File: config.mk
export PLATFORM = sky130hd
export DESIGN_NAME = priority_encoder_8_3
export DESIGN_NICKNAME = d
export VERILOG_FILES = /design/src/rtl/priority_encoder_8_3.sv
export SDC_FILE = /design/constraint.sdc
export NUM_CORES = 1
export LEC_CHECK = 0
export BUFFER_PORTS_ARGS = -buffer_cell sky130_fd_sc_hd__buf_2
export CELL_PAD_IN_SITES_DETAIL_PLACEMENT = 0
export CELL_PAD_IN_SITES_GLOBAL_PLACEMENT = 2
export CORE_MARGIN = 1.5
export CORE_UTILIZATION = 22
export DETAILED_ROUTE_END_ITERATION = 8
export GPL_TIMING_DRIVEN = 0
export HOLD_SLACK_MARGIN = 0.02
export PLACE_DENSITY = 0.75
export SKIP_CTS_REPAIR_TIMING = 1
export SLEW_MARGIN = 20
export SYNTH_ARGS = -nofsm -noshare
export SYNTH_HDL_FRONTEND = slang
export SYNTH_SLANG_ARGS = --single-unit
File: constraint.sdc
create_clock -name clk -period 1 [get_ports clk]
set_input_delay 0.2 -clock clk [delete_from_list [all_inputs] [get_ports clk]]
set_output_delay 0.2 -clock clk [all_outputs]
set_load 0.05 [all_outputs]
File: src/rtl/priority_encoder_8_3.sv
// Sequential 8-to-3 priority encoder with sticky request capture and a valid/ack handshake.
// Define ROUND_ROBIN_EN to replace fixed lowest-index priority with rotating priority.
module priority_encoder_8_3 (
  input  logic       clk,
  input  logic       rst,
  input  logic       en,
  input  logic [7:0] req,
  input  logic       ack,
  output logic [2:0] code,
  output logic       valid,
  output logic [7:0] pending
);

  typedef enum logic {StIdle, StHold} state_e;

  state_e     r_state, w_state_d;
  logic [7:0] r_pending, w_pending_d, w_clr;
  logic [2:0] r_code, w_code_d, w_sel;
  logic       w_accept;

  assign w_accept = (r_state == StHold) && ack;

`ifdef ROUND_ROBIN_EN
  logic [2:0] r_ptr;
  logic [2:0] w_idx;
  logic       w_found;

  // Search begins just after the last granted index; i+1 == 8 wraps back onto r_ptr itself.
  always_comb begin
    w_sel   = 3'd0;
    w_idx   = 3'd0;
    w_found = 1'b0;
    for (int i = 0; i < 8; i++) begin
      w_idx = r_ptr + 3'(i + 1);
      if (!w_found && r_pending[w_idx]) begin
        w_sel   = w_idx;
        w_found = 1'b1;
      end
    end
  end

  always_ff @(posedge clk) begin
    if (rst) begin
      r_ptr <= 3'd7;
    end else if (w_accept) begin
      r_ptr <= r_code;
    end
  end
`else
  // Descending scan so the lowest set index is the last, winning assignment.
  always_comb begin
    w_sel = 3'd0;
    for (int i = 7; i >= 0; i--) begin
      if (r_pending[i]) begin
        w_sel = 3'(i);
      end
    end
  end
`endif

  // Set wins over clear when the acked index is re-requested in the same cycle.
  always_comb begin
    w_clr       = w_accept ? (8'b0000_0001 << r_code) : 8'h00;
    w_pending_d = (r_pending & ~w_clr) | (en ? req : 8'h00);
  end

  always_comb begin
    w_state_d = r_state;
    w_code_d  = r_code;
    case (r_state)
      StIdle: begin
        if (|r_pending) begin
          w_code_d  = w_sel;
          w_state_d = StHold;
        end
      end
      StHold: begin
        if (ack) begin
          w_state_d = StIdle;
        end
      end
      default: w_state_d = StIdle;
    endcase
  end

  always_ff @(posedge clk) begin
    if (rst) begin
      r_state   <= StIdle;
      r_pending <= 8'h00;
      r_code    <= 3'd0;
    end else begin
      r_state   <= w_state_d;
      r_pending <= w_pending_d;
      r_code    <= w_code_d;
    end
  end

  assign code    = r_code;
  assign valid   = (r_state == StHold);
  assign pending = r_pending;

endmodule

==> summary.md <==
| Metric | Value |
|---|---|
| Max FO, Critical Path | 5 |
| Worst Path Class, Setup | reg2reg |
| Core Region | 2480 um2 |
| Violations in the final reports | negative setup slack |
| Worst Hold Depth | 2 |
| Std cell rows | 18 |
| Clk_lat worst skew | 0.27 ns |
| Initial antenna violation count | 0 |
| Pre-CTS setup slack | -0.214 ns |
| Post-route cell area | 963 um2 |
| Final hold violations | 0 |
| Syn nets | 80 |
| Via count | 610 |
| DR DRC count | 0 |
| Gpl congestion | 0.745 |
| Reg2Reg Setup Slack | -0.19 ns |
| Final Cycle Share | 119% |
| Initial Util | 23.3% |
| Die area | 2940 um2 |
| Die span in x | 54.3 um |
| Root Buffer | clkbuf_4 |
| Final min period | 1.19 ns |
| Max-Cap Viols | 0 |
| # diodes | 0 |
| Slew Limit Headroom | 71.9% |
| # port buffers | 22 |
| Distinct cells, synth | 21 |
| Area growth, synth to finish | 66.7% |
| Placed wire-length estimate | 1140 um |
| Seq/Total Area, Yosys | 41.6% |
| WHS | 0.123 ns |
| CTS H-Tree Depth | 1 |
| Total CTS buffers | 3 |
| Pleak | 0.391 nW |
| Hold Path Sink | valid |
| Cells after Synth | 68 |
| Syn Area/Cell | 8.50 um2 |
| RSZ-0062 raised after global routing | yes |
| Mean number of vias per cell | 4.69 |
| Worst Hold Launch | rst |
| Synth warnings | 0 |
| Peak VDD IR | 0.790 mV |
| 1st-pass router iterations | 4 |
| Clock-pin slew on the worst setup and hold paths | 0.08 ns |
| Total Wirelength | 1540 um |
| Final nets | 113 |
| Final Skew | 0.00279 ns |
| Die Span Y | 54.3 um |
| Global-route wire length before repair | 2680 um |
| Fin. max-slew vios | 0 |
| GRT Total Usage | 12.7% |
| Non-filler cells, final | 130 |
| Largest net degree at the start of global routing | 11 |
| DRT iter0 DRCs | 12 |
| CTS tree | done |
| Antenna Nets Post-Route | 0 |
| Crit path cell chain | nor4_4 -> a21oi_2 -> nand2b_1 -> a21oi_1 |
| Sink Count | 12 |
| Dpl cells | 120 |
| Synth Register Bits | 12 |
| Status | complete, but fails checks |
| Vias in the first global route | 591 |
| Mapped cell area | 578 um2 |
| Crit path arrival time | 1.38 ns |
| Max Freq | 0.841 GHz |
| FF-to-FF Start | pending[3] |
| Final Worst Setup Slack | -0.189 ns |
| Setup TNS | -1.33 ns |
| CP max-delay cell | dfxtp_2 |
| Number of setup violations in the final report | 20 |
| Placement Cell Area | 779 um2 |
| PwrDens | 1470 nW/um2 |
| Clock Path Buffers | 2 |
| CP Capture Type | register |
| Critical path required time | 1.20 ns |
| FF-to-FF End | code[1] |
| Number of cells on the worst reg-to-reg path | 4 |
| I/O Pins | 24 |
| GR Overflow Total | 0 |
| Worst stage delay on the critical path | 0.36 ns |
| Routed WL per cell | 11.8 um |
| Share of layout cells above drive strength 1 | 51.0% |
| Hold/Removal Path Class | in2reg |
| CP Launch Type | register |
| Tightest Pin Transition | 0.421 ns |
Yosys cell counts:
library cell | count | area, um2
dlymetal6s2s_1 | 1 | 12.5
a211oi_1 | 2 | 15.0
buf_4 | 1 | 7.51
o311ai_0 | 1 | 8.76
nand3b_1 | 1 | 7.51
nor3_1 | 2 | 10.0
o21ai_1 | 3 | 15.0
nand3_1 | 1 | 5.00
and2b_1 | 1 | 7.51
o21a_1 | 1 | 7.51
a21oi_1 | 9 | 45.0
buf_1 | 1 | 3.75
o31ai_1 | 3 | 22.5
dfxtp_1 | 12 | 240
nor4_4 | 2 | 42.5
o21ai_0 | 3 | 15.0
nand2b_1 | 4 | 25.0
nor2_1 | 7 | 26.3
a21oi_2 | 2 | 17.5
nor2b_1 | 1 | 6.26
nand2_1 | 10 | 37.5
placed cells by master (no fill, tap or decap), types with 2 or more instances in the layout:
cell type   n
buf_2      11
nand2_1    10
buf_8       9
a21oi_1     9
dfxtp_4     8
nor2_1      7
o21ai_1     6
buf_4       6
dfxtp_2     4
nand2b_1    3
clkbuf_4    3
buf_6       3
nor4_4      2
a21oi_2     2
nor3_1      2
a211oi_1    2
o31ai_1     2
worst max-delay path by stage:
stage                   end       start
floorplan           code[1]  pending[5]
global placement    code[1]  pending[5]
detailed placement  code[1]  pending[0]
CTS                 code[1]  pending[5]
global route        code[1]  pending[7]
finish              code[1]  pending[3]
critical path, delay by kind of cell, from the launching register on:
family	cells	cell delay (ns)
DFF	1	0.36
AOI/OAI and AO/OA	2	0.25
and+or+nand+nor	2	0.51
final cells by class:
type / instances / area (um2)
Fill cell: 268 / 1510
Multi-Input combinational cell: 53 / 339
Sequential cell: 12 / 275
Timing Repair Buffer: 28 / 254
Tap cell: 30 / 37.5
Buffer: 3 / 31.3
Clock buffer: 4 / 26.3
per-layer routing:
| metal | GRT usage [%] | share of wire, % | routed length, um | vias to the layer above |
|---|---|---|---|---|
| met5 | 0 | 0 | 0 | - |
| met4 | 2.50 | 0.78 | 12 | 0 |
| met3 | 4.92 | 7.0 | 108 | 2 |
| met2 | 20.3 | 45 | 695 | 19 |
| met1 | 16.4 | 47 | 718 | 279 |
| li1 | - | - | - | 310 |
kinds of logic (layout without fill, tap and decap cells):
logic type | count (synthesis) | count (layout) | synth area share [%]
simple gates | 29 | 29 | 29.0
compound gates | 24 | 24 | 25.3
buf+inv | 3 | 35 | 4.11
flops | 12 | 12 | 41.6
metrics by stage:
step	utilization [%]	power [mW]
2_1_floorplan	-	0.892
3_3_place_gp	31.5	0.992
3_5_place_dp	31.5	0.994
4_1_cts	32.5	1.32
5_1_grt	38.9	1.51
6_report	38.9	1.41
flip-flops by register name, summed over array words and instances, names as in the netlist:
signal   flops
code         3
pending      8
valid        1
power breakdown:
part	switching [mW]	total [mW]	internal, mW
clock	0.159	0.313	0.154
combinational	0.262	0.497	0.234
sequential	0.0829	0.603	0.520
total	0.504	1.41	0.909
Note: power is estimated with default switching activity, not from simulation.
